===== config.mk =====
export PLATFORM = sky130hd
export DESIGN_NAME = coin_level_loader_flat
export DESIGN_NICKNAME = d
export VERILOG_FILES = /design/src/rtl/coin_level_loader_if.sv /design/src/rtl/coin_level_loader.sv /design/src/flat_wrapper.sv
export SDC_FILE = /design/constraint.sdc
export NUM_CORES = 1
export LEC_CHECK = 0
export BUFFER_PORTS_ARGS = -buffer_cell sky130_fd_sc_hd__buf_2
export CAP_MARGIN = 20
export CORE_MARGIN = 1.5
export CORE_UTILIZATION = 50
export CTS_BUF_LIST = sky130_fd_sc_hd__clkbuf_2 sky130_fd_sc_hd__clkbuf_4 sky130_fd_sc_hd__clkbuf_8
export DETAILED_ROUTE_END_ITERATION = 6
export GPL_TIMING_DRIVEN = 1
export PLACE_DENSITY_LB_ADDON = 0.15
export SKIP_CTS_REPAIR_TIMING = 1
export SLEW_MARGIN = 20
export SYNTH_ARGS = -nofsm -noshare
export SYNTH_HDL_FRONTEND = slang
export SYNTH_SLANG_ARGS = --single-unit

===== constraint.sdc =====
create_clock -name frame_clk -period 3 [get_ports frame_clk]
set_input_delay 0.15 -clock frame_clk [delete_from_list [all_inputs] [get_ports frame_clk]]
set_output_delay 0.15 -clock frame_clk [all_outputs]
set_load 0.03 [all_outputs]

===== src/rtl/coin_level_loader_if.sv =====
// Coin bank bus: level requests, coin ROM port, and per-slot positions/flags.
// master = loader side, slave = game FSM / ROM / coin-instance side.
interface coin_level_loader_if #(
  parameter int N_COINS = 4,
  parameter int AW      = 5
);
  localparam int CW = $clog2(N_COINS + 1);

  logic                    load_level;
  logic [3:0]              level;
  logic                    player_dead;
  logic [AW-1:0]           rom_addr;
  logic [19:0]             rom_data;
  logic [N_COINS-1:0]      collected;
  logic [10*N_COINS-1:0]   coin_x;
  logic [10*N_COINS-1:0]   coin_y;
  logic                    refresh;
  logic                    busy;
  logic [CW-1:0]           coins_total;
  logic [CW-1:0]           coins_left;
  logic                    all_collected;

  modport master (
    input  load_level, level, player_dead, rom_data, collected,
    output rom_addr, coin_x, coin_y, refresh, busy,
           coins_total, coins_left, all_collected
  );

  modport slave (
    output load_level, level, player_dead, rom_data, collected,
    input  rom_addr, coin_x, coin_y, refresh, busy,
           coins_total, coins_left, all_collected
  );
endinterface


===== src/rtl/coin_level_loader.sv =====
// Loads a level's coin positions from a synchronous ROM (2 cycles/slot + 1 rearm cycle),
// holds coins in refresh while placing them, and tracks outstanding coins for level completion.
module coin_level_loader #(
  parameter int N_COINS = 4,
  parameter int LEVELS  = 8,
  parameter int AW      = 5
) (
  input  logic               frame_clk,
  input  logic               Reset,
  coin_level_loader_if.master bus
);
  localparam int CW = $clog2(N_COINS + 1);
  localparam int IW = (N_COINS > 1) ? $clog2(N_COINS) : 1;
  localparam int LW = (LEVELS > 1) ? $clog2(LEVELS) : 1;

  typedef enum logic [2:0] {IDLE, FETCH, CAPTURE, REARM, ACTIVE} state_t;

  state_t          state, state_nxt;
  logic [LW-1:0]   lvl;
  logic [LW-1:0]   lvl_clamped;
  logic [IW-1:0]   idx;
  logic            last_slot;
  logic            load_start;
  logic [9:0]      pos_x [N_COINS];
  logic [9:0]      pos_y [N_COINS];
  logic [CW-1:0]   left_cnt;

  assign lvl_clamped = (int'(bus.level) >= LEVELS) ? LW'(LEVELS - 1) : LW'(bus.level);
  assign last_slot   = (idx == IW'(N_COINS - 1));
  assign load_start  = ((state == IDLE) || (state == ACTIVE)) && (state_nxt == FETCH);
  assign bus.rom_addr = AW'(int'(lvl) * N_COINS + int'(idx));

  always_ff @(posedge frame_clk or posedge Reset) begin
    if (Reset) state <= IDLE;
    else       state <= state_nxt;
  end

  always_comb begin
    state_nxt = state;
    case (state)
      IDLE:    if (bus.load_level) state_nxt = FETCH;
      FETCH:   state_nxt = CAPTURE;
      CAPTURE: state_nxt = last_slot ? REARM : FETCH;
      REARM:   state_nxt = ACTIVE;
      ACTIVE: begin
        if (bus.load_level)       state_nxt = FETCH;
        else if (bus.player_dead) state_nxt = REARM;
      end
      default: state_nxt = IDLE;
    endcase
  end

  always_comb begin
    bus.busy = (state == FETCH) || (state == CAPTURE) || (state == REARM);
  end

  // ROM data for slot idx arrives in CAPTURE, one cycle after FETCH presented the address.
  always_ff @(posedge frame_clk or posedge Reset) begin
    if (Reset) begin
      lvl             <= '0;
      idx             <= '0;
      bus.coins_total <= '0;
      bus.refresh     <= 1'b0;
      bus.all_collected <= 1'b0;
      for (int i = 0; i < N_COINS; i++) begin
        pos_x[i] <= '0;
        pos_y[i] <= '0;
      end
    end else begin
      bus.refresh <= (state_nxt == FETCH) || (state_nxt == CAPTURE) || (state_nxt == REARM);
      bus.all_collected <= (state == ACTIVE) && (state_nxt == ACTIVE) &&
                           (bus.all_collected ||
                            ((left_cnt == '0) && (bus.coins_total != '0)));
      if (load_start) begin
        lvl             <= lvl_clamped;
        idx             <= '0;
        bus.coins_total <= '0;
      end else if (state == CAPTURE) begin
        pos_x[idx] <= bus.rom_data[19:10];
        pos_y[idx] <= bus.rom_data[9:0];
        if (bus.rom_data != '0) bus.coins_total <= bus.coins_total + CW'(1);
        if (!last_slot) idx <= idx + IW'(1);
      end
    end
  end

  // Empty slots sit at (0,0) and are never counted, whatever their collected flag says.
  always_comb begin
    left_cnt = '0;
    for (int i = 0; i < N_COINS; i++) begin
      if (({pos_x[i], pos_y[i]} != 20'd0) && !bus.collected[i]) left_cnt = left_cnt + CW'(1);
    end
  end
  assign bus.coins_left = left_cnt;

  for (genvar g = 0; g < N_COINS; g++) begin : g_pack
    assign bus.coin_x[10*g +: 10] = pos_x[g];
    assign bus.coin_y[10*g +: 10] = pos_y[g];
  end
endmodule


===== src/flat_wrapper.sv =====
// flat-port wrapper written by rule: the top's interface ports become plain ports
module coin_level_loader_flat 
#(
  parameter int N_COINS = 4,
  parameter int LEVELS  = 8,
  parameter int AW      = 5
)
  (frame_clk, Reset, bus_load_level, bus_level, bus_player_dead, bus_rom_data, bus_collected, bus_rom_addr, bus_coin_x, bus_coin_y, bus_refresh, bus_busy, bus_coins_total, bus_coins_left, bus_all_collected);
  coin_level_loader_if #(.N_COINS(N_COINS), .AW(AW)) bus_i ();
  input  logic frame_clk;
  input  logic Reset;
  input wire logic [$bits(bus_i.load_level)-1:0] bus_load_level;
  input wire logic [$bits(bus_i.level)-1:0] bus_level;
  input wire logic [$bits(bus_i.player_dead)-1:0] bus_player_dead;
  input wire logic [$bits(bus_i.rom_data)-1:0] bus_rom_data;
  input wire logic [$bits(bus_i.collected)-1:0] bus_collected;
  output wire logic [$bits(bus_i.rom_addr)-1:0] bus_rom_addr;
  output wire logic [$bits(bus_i.coin_x)-1:0] bus_coin_x;
  output wire logic [$bits(bus_i.coin_y)-1:0] bus_coin_y;
  output wire logic [$bits(bus_i.refresh)-1:0] bus_refresh;
  output wire logic [$bits(bus_i.busy)-1:0] bus_busy;
  output wire logic [$bits(bus_i.coins_total)-1:0] bus_coins_total;
  output wire logic [$bits(bus_i.coins_left)-1:0] bus_coins_left;
  output wire logic [$bits(bus_i.all_collected)-1:0] bus_all_collected;
  assign bus_i.load_level = bus_load_level;
  assign bus_i.level = bus_level;
  assign bus_i.player_dead = bus_player_dead;
  assign bus_i.rom_data = bus_rom_data;
  assign bus_i.collected = bus_collected;
  assign bus_rom_addr = bus_i.rom_addr;
  assign bus_coin_x = bus_i.coin_x;
  assign bus_coin_y = bus_i.coin_y;
  assign bus_refresh = bus_i.refresh;
  assign bus_busy = bus_i.busy;
  assign bus_coins_total = bus_i.coins_total;
  assign bus_coins_left = bus_i.coins_left;
  assign bus_all_collected = bus_i.all_collected;
  coin_level_loader #(.N_COINS(N_COINS), .LEVELS(LEVELS), .AW(AW)) u_core (.frame_clk(frame_clk), .Reset(Reset), .bus(bus_i));
endmodule

==> metrics.md, run 1 <==
| Metric | Value |
|---|---|
| TritonCTS clock tree | `built` |
| Slew headroom | `40.3%` |
| Average size of a mapped cell | `13.8 sq um` |
| Vias in the first global route | `2,855` |
| #FFs+latches synth | `93` |
| Final WL | `9630 um` |
| Antenna-violating nets left | `0` |
| Worst r2r dst | `u_core.bus.all_collected` |
| Fmax | `348 MHz` |
| Static leakage | `2.48 nW` |
| Outcome | `finished, violations left` |
| Post-Syn Nets | `331` |
| Worst Hold Class | `input pin to asynchronous set/reset pin` |
| Final Critical Period | `2.87 ns` |
| IO Count | `126` |
| Max-cap violation count | `0` |
| Pre-CTS setup slack | `0.121 ns` |
| # rows | `32` |
| FF-to-FF path depth | `12` |
| Initial cell density of the core | `51.7%` |
| RR Startpoint | `u_core.bus.coin_y[11]` |
| # DRC | `0` |
| Synth unique cells | `33` |
| Crit end category | `primary output` |
| Total core area | `7730 sq um` |
| Critical path class | `register to primary output` |
| Final Total Pwr | `6.18 mW` |
| PortBufs | `125` |
| H-tree levels | `3` |
| Setup Skew | `0.0129 ns` |
| First-pass GRT wire length | `15,200 um` |
| DR pass1 iterations | `4` |
| Die Y | `92.4 um` |
| Worst slew pin tran | `0.894 ns` |
| CTS clk-pin slew, worst paths | `0.09 ns` |
| CP required | `2.85 ns` |
| Routability cong. | `0.809` |
| Arrival @ worst endpoint | `2.72 ns` |
| Total GRT Usage | `23.6%` |
| CP Max Fanout | `3` |
| Share of cells above drive strength 1 | `40.7%` |
| Die ar. | `8540 sq um` |
| Failing checks | `hold timing` |
| Final hold violation count | `49` |
| Largest net degree at the start of global routing | `52` |
| Register area share after synthesis | `58.2%` |
| Final setup violation count | `0` |
| R2R Setup Slk | `0.20 ns` |
| Slew Limit Fails | `0` |
| Initial antenna violation count | `0` |
| Final nets | `464` |
| Largest area contributor in the netlist | `dfrtp_1` |
| Tcrit/Tclk final | `95.7%` |
| Synth warnings | `0` |
| Synth top area share | `58.2%` |
| Clk buf depth | `2` |
| Max rail drop VDD | `0.699 mV` |
| Startpoint types | `register` |
| Total number of vias | `2,862` |
| TritonCTS Buffers | `9` |
| N_diodes | `0` |
| Total gr overflow | `0` |
| Top cells by area, synth | `dfrtp_1 (58%), mux2_1 (19%), nor4_1 (3.9%)` |
| Count of flip-flops with a built-in enable after synthesis | `0` |
| Area Overhead vs Synth | `25.7%` |
| Die W | `92.4 um` |
| Setup ws final | `0.129 ns` |
| Root buf cell | `clkbuf_8` |
| Synth Instances | `290` |
| CTS Sinks | `93` |
| WL/cell | `18.2 um` |
| Avg Vias per Cell | `5.40` |
| Top_reg_cell synth | `dfrtp_1` |
| Asr flop ratio synth | `100%` |
| Post-Route Setup TNS | `0 ns` |
| DP HPWL | `7160 um` |
| Post-Syn Area | `4000 sq um` |
| Hold WS | `-0.0526 ns` |
| Worst skew pair latency | `0.35 ns` |
| Power Dens Cells | `1230 nW/um^2` |
| DRT iter0 DRCs | `88` |
## per-layer routing
layer | global-route usage [%] | share of wire (%)
met1 | 32.4 | 44
met3 | 4.52 | 6.1
met2 | 37.9 | 48
met5 | 0 | 0
met4 | 7.44 | 1.4
## layout by cell type (no fill, tap or decap), types with 2 or more instances in the layout
master and n:
a21oi_1 4, and3_1 3, and2_1 5, mux2_1 68, ha_1 9, a211oi_1 2, dfrtp_1 93, nand3_1 2
buf_2 124, xnor2_1 4, nor4_1 21, nor2_1 15, buf_4 7, inv_1 8, nor2b_1 5, nor4bb_1 2
nand2_1 4, clkbuf_8 10, bufinv_16 2, clkinv_2 2, nor4_2 4, mux2i_1 3, mux2_2 13
## sequential cells by signal, summed over array words and instances (netlist names)
register                  count
u_core.idx                    2
u_core.bus.coins_total        3
u_core.bus.all_collected      1
u_core.state                  3
u_core.bus.coin_y            40
u_core.lvl                    3
u_core.bus.refresh            1
u_core.bus.coin_x            40
## metrics by stage
step	util, %	cell area (sq um)	instances	hold WS (ns)
3_3_place_gp	61.5	4750	514	0.354
5_1_grt	65.0	5020	530	0.00846
6_report	65.0	5020	530	-0.0526
3_5_place_dp	61.5	4750	514	0.353
2_1_floorplan	-	4000	290	0.285
4_1_cts	64.4	4980	530	-0.0262
## Yosys cell counts (2+ instances only)
cell / instances
a211oi_1: 2
a21oi_1: 4
and2_1: 5
and3_1: 3
buf_2: 8
dfrtp_1: 93
ha_1: 9
inv_1: 9
mux2_1: 68
mux2_2: 13
mux2i_1: 3
nand2_1: 4
nand3_1: 2
nor2_1: 15
nor2b_1: 5
nor4_1: 25
nor4bb_1: 2
xnor2_1: 5
## worst max-delay path by stage
stage | start | endpoint | slack [ns]
2_1_floorplan | u_core.bus.coin_y[15] | u_core.bus.all_collected | 0.05
3_3_place_gp | u_core.bus.coin_y[11] | u_core.bus.all_collected | 0.22
3_5_place_dp | u_core.bus.coin_y[11] | u_core.bus.all_collected | 0.12
4_1_cts | u_core.bus.coin_y[11] | bus_coins_left[2] | -0.05
5_1_grt | u_core.bus.coin_y[11] | bus_coins_left[2] | -0.006
6_report | u_core.bus.coin_y[11] | bus_coins_left[2] | 0.13
## power breakdown
part	internal (mW)	switching (mW)	total [mW]	leakage, nW
sequential	1.86	0.489	2.35	1.15
clock	0.505	0.443	0.948	0.117
combinational	0.949	1.93	2.88	1.22
total	3.31	2.87	6.18	2.48
## cell families after synthesis
| family | count (synthesis) | synth area share [%] |
|---|---|---|
| muxes | 84 | 23.6 |
| xor gates and xnor gates | 6 | 1.31 |
| AOI/OAI and AO/OA | 16 | 3.10 |
| and+or+nand+nor | 64 | 9.02 |
| DFF | 93 | 58.2 |
| buffers and inverters | 18 | 1.94 |
| adders and majority gates | 9 | 2.82 |
## critical path, cell delays in order (launching register included)
cell,delay [ns]
dfrtp_1,0.40
nor4_2,0.27
and3_1,0.22
a31o_2,0.17
inv_1,0.04
ha_1,0.34
xor2_2,0.19
ha_1,0.16
nor2b_1,0.16
o21ai_2,0.09
xnor2_2,0.14
buf_4,0.18
## cell type report
cell class / instances / area [sq um]
clock buffer: 11 / 145
clock inverter: 5 / 82.6
fill: 625 / 2710
inverter: 9 / 35.0
multi-input combinational: 179 / 1630
sequential: 93 / 2330
tap: 102 / 128
timing repair buffer: 131 / 673
Power figures use the tool's default switching activity.
==> run 2, diff against run 1 <==
--- a/config.mk
+++ b/config.mk
@@ -13,6 +13,7 @@
 export DETAILED_ROUTE_END_ITERATION = 6
 export GPL_TIMING_DRIVEN = 1
 export PLACE_DENSITY_LB_ADDON = 0.15
+export REMOVE_ABC_BUFFERS = 1
 export SKIP_CTS_REPAIR_TIMING = 1
 export SLEW_MARGIN = 20
 export SYNTH_ARGS = -nofsm -noshare
==> run 2 against run 1 <==
  * Register-to-register slack got worse by 0.04 ns
  * Die area unchanged
  * Critical endpoint is now bus_coins_left[1]
  * Combinational power up 2%
  * Largest cell class unchanged
  * Setup slack got worse by 0.019 ns
  * Global-route usage is essentially flat
  * The run now ends clean
  * Total power is 1.2% lower
  * First-iteration DRC count grew 9.1%
  * Via count hardly changed
  * Highest routed layer unchanged
==> metrics.md, run 2 (same netlist as run 1, synthesis figures left out) <==
| Metric | Value |
|---|---|
| Outcome | `finished, final reports clean` |
| Clk buf depth | `2 (unchanged)` |
| WL/cell | `18.0 um (-0.89%)` |
| Die ar. | `8540 sq um (unchanged)` |
| FF-to-FF path depth | `10 (-2)` |
| Vias in the first global route | `2,887 (+1.1%)` |
| Slew Limit Fails | `0 (unchanged)` |
| DR pass1 iterations | `4 (unchanged)` |
| Setup Skew | `0.00666 ns (-0.00623 ns)` |
| Max-cap violation count | `0 (unchanged)` |
| Worst skew pair latency | `0.35 ns (about the same)` |
| CP top delay family | `adder cells` |
| Critical path class | `register to primary output` |
| Total core area | `7730 sq um (unchanged)` |
| Final Critical Period | `2.89 ns (+0.0194 ns)` |
| Final WL | `9600 um (-0.33%)` |
| PortBufs | `125 (unchanged)` |
| Largest net degree at the start of global routing | `43 (-17%)` |
| Slowest CP cell | `nor4_1` |
| Worst Hold Class | `input pin to register` |
| First-pass GRT wire length | `15,300 um (+0.82%)` |
| Total number of vias | `2,860 (-0.070%)` |
| Inst Count DP | `515 (+0.19%)` |
| CTS clk-pin slew, worst paths | `0.09 ns (about the same)` |
| Pre-CTS setup slack | `0.0824 ns (-0.0388 ns)` |
| # DRC | `0 (unchanged)` |
| CP required | `2.85 ns (about the same)` |
| Total gr overflow | `0 (unchanged)` |
| Logic pwr share | `48.0% (+1.3 points)` |
| Crit end category | `primary output` |
| Final hold violation count | `0 (-100%)` |
| Max rail drop VDD | `0.712 mV (+1.9%)` |
| Tcrit/Tclk final | `96.3% (+0.65 points)` |
| Filler Cells Inserted | `619 (-0.96%)` |
| Static leakage | `2.48 nW (-0.14%)` |
| WP depth | `7 (-4)` |
| Initial cell density of the core | `51.7% (unchanged)` |
| N_diodes | `0 (unchanged)` |
| IO Count | `126 (unchanged)` |
| Final instance count without filler cells | `533 (+0.57%)` |
| Final nets | `467 (+0.65%)` |
| CTS Sinks | `93 (unchanged)` |
| Worst slew pin tran | `0.753 ns (-0.141 ns)` |
| DP HPWL | `7220 um (+0.80%)` |
| Fmax | `346 MHz (-0.67%)` |
| Power Dens Cells | `1210 nW/um^2 (-1.8%)` |
| TritonCTS Buffers | `9 (unchanged)` |
| Area Overhead vs Synth | `26.4%` |
| Final setup violation count | `0 (unchanged)` |
| CP bufs+invs | `1 (-1)` |
| # rows | `32 (unchanged)` |
| Startpoint types | `register` |
| Clock Power Share | `13.6% (-1.7 points)` |
| Psw | `2.88 mW (+0.32%)` |
| CP Max Fanout | `3 (unchanged)` |
| Antenna-violating nets left | `0 (unchanged)` |
| DP Area | `4770 sq um (+0.42%)` |
| Hold path cells | `3` |
| Setup ws final | `0.110 ns (-0.0194 ns)` |
| CP Cell Sequence | `nor4_1 -> a31oi_1 -> ha_4 -> xor2_2 -> ha_1 -> mux2_2 -> buf_2` |
| Internal power | `3.23 mW (-2.6%)` |
| Total GRT Usage | `23.6% (about the same)` |
| Slew headroom | `49.8% (+9.4 points)` |
| Avg Vias per Cell | `5.37 (-0.63%)` |
| Share of cells above drive strength 1 | `41.1% (+0.41 points)` |
| Arrival @ worst endpoint | `2.74 ns (+0.02 ns)` |
| Die W | `92.4 um (unchanged)` |
| Routability cong. | `0.793 (-1.9%)` |
| Final non-filler cell area | `5050 sq um (+0.57%)` |
| H-tree levels | `3 (unchanged)` |
| Switching share of power | `47.1% (+0.73 points)` |
| Crit-path max cell delay | `0.47 ns (+0.07 ns)` |
| Register share of total power | `38.4% (+0.4 points)` |
| TritonCTS clock tree | `built` |
| Die Y | `92.4 um (unchanged)` |
| Root buf cell | `clkbuf_8` |
| Most frequent cells in the layout | `buf_2 (124), dfrtp_1 (93), mux2_1 (68)` |
| DRT iter0 DRCs | `96 (+9.1%)` |
| Most common cell after layout, fill and taps aside | `buf_2` |
| Initial antenna violation count | `0 (unchanged)` |
[run 2: worst register-to-register path, stage by stage, from the launching register on]
cell,delay (ns)
dfrtp_1,0.40
nor4_1,0.47
a31oi_1,0.25
ha_4,0.34
xor2_2,0.19
ha_1,0.17
nor2b_1,0.15
o21ai_2,0.08
xnor2_2,0.14
or3b_1,0.37
o31ai_2,0.19
[run 2: worst paths after layout]
kind	from	to	slack, ns
setup / recovery	u_core.bus.coin_y[0]	bus_coins_left[1]	0.11
hold / removal	bus_level[0]	u_core.lvl[0]	0.07
setup reg to reg	u_core.bus.coin_y[0]	u_core.bus.all_collected	0.16
hold reg to reg	u_core.bus.coin_x[20]	u_core.bus.coin_x[20]	0.51
max in group asynchronous	Reset	u_core.bus.coin_y[23]	1.85
min in group asynchronous	Reset	u_core.bus.coin_x[21]	0.45
[run 2: per-layer routing]
layer  vias up  GRT usage [%]  wire length (um)
met1      1432           31.3              4110
met3        19           5.25               619
li1       1321              -                 -
met2        88           38.1              4680
met4         0           8.59               178
met5         -              0                 0
[run 2: metrics by stage]
step / power (mW) / utilization (%) / TNS, ns / hold slack, ns
after floorplan: 4.25 / - / 0 / 0.285
after global placement: 5.19 / 61.8 / 0 / 0.299
after detailed placement: 5.27 / 61.8 / 0 / 0.288
after CTS: 6.10 / 64.3 / -0.141 / -0.0943
after global routing: 6.44 / 65.4 / -0.0149 / 0.0677
final: 6.10 / 65.4 / 0 / 0.0692
[run 2: power by group through the flow]
stage | combinational [mW] | sequential, mW | clock (mW)
floorplan | 0.814 | 3.44 | 0
global placement | 2.89 | 2.30 | 0
detailed placement | 2.93 | 2.34 | 0
CTS | 2.93 | 2.32 | 0.844
global route | 3.12 | 2.44 | 0.890
finish | 2.93 | 2.34 | 0.829
[run 2: final cells by class]
class	count	area (sq um)	share of cell area [%]
clock buffers	10	131	2.60
clock inverters	6	63.8	1.26
inverters	9	35.0	0.694
multi-input cells	179	1650	32.7
flip-flops and latches	93	2330	46.1
well taps	102	128	2.53
repair buffers	134	714	14.1
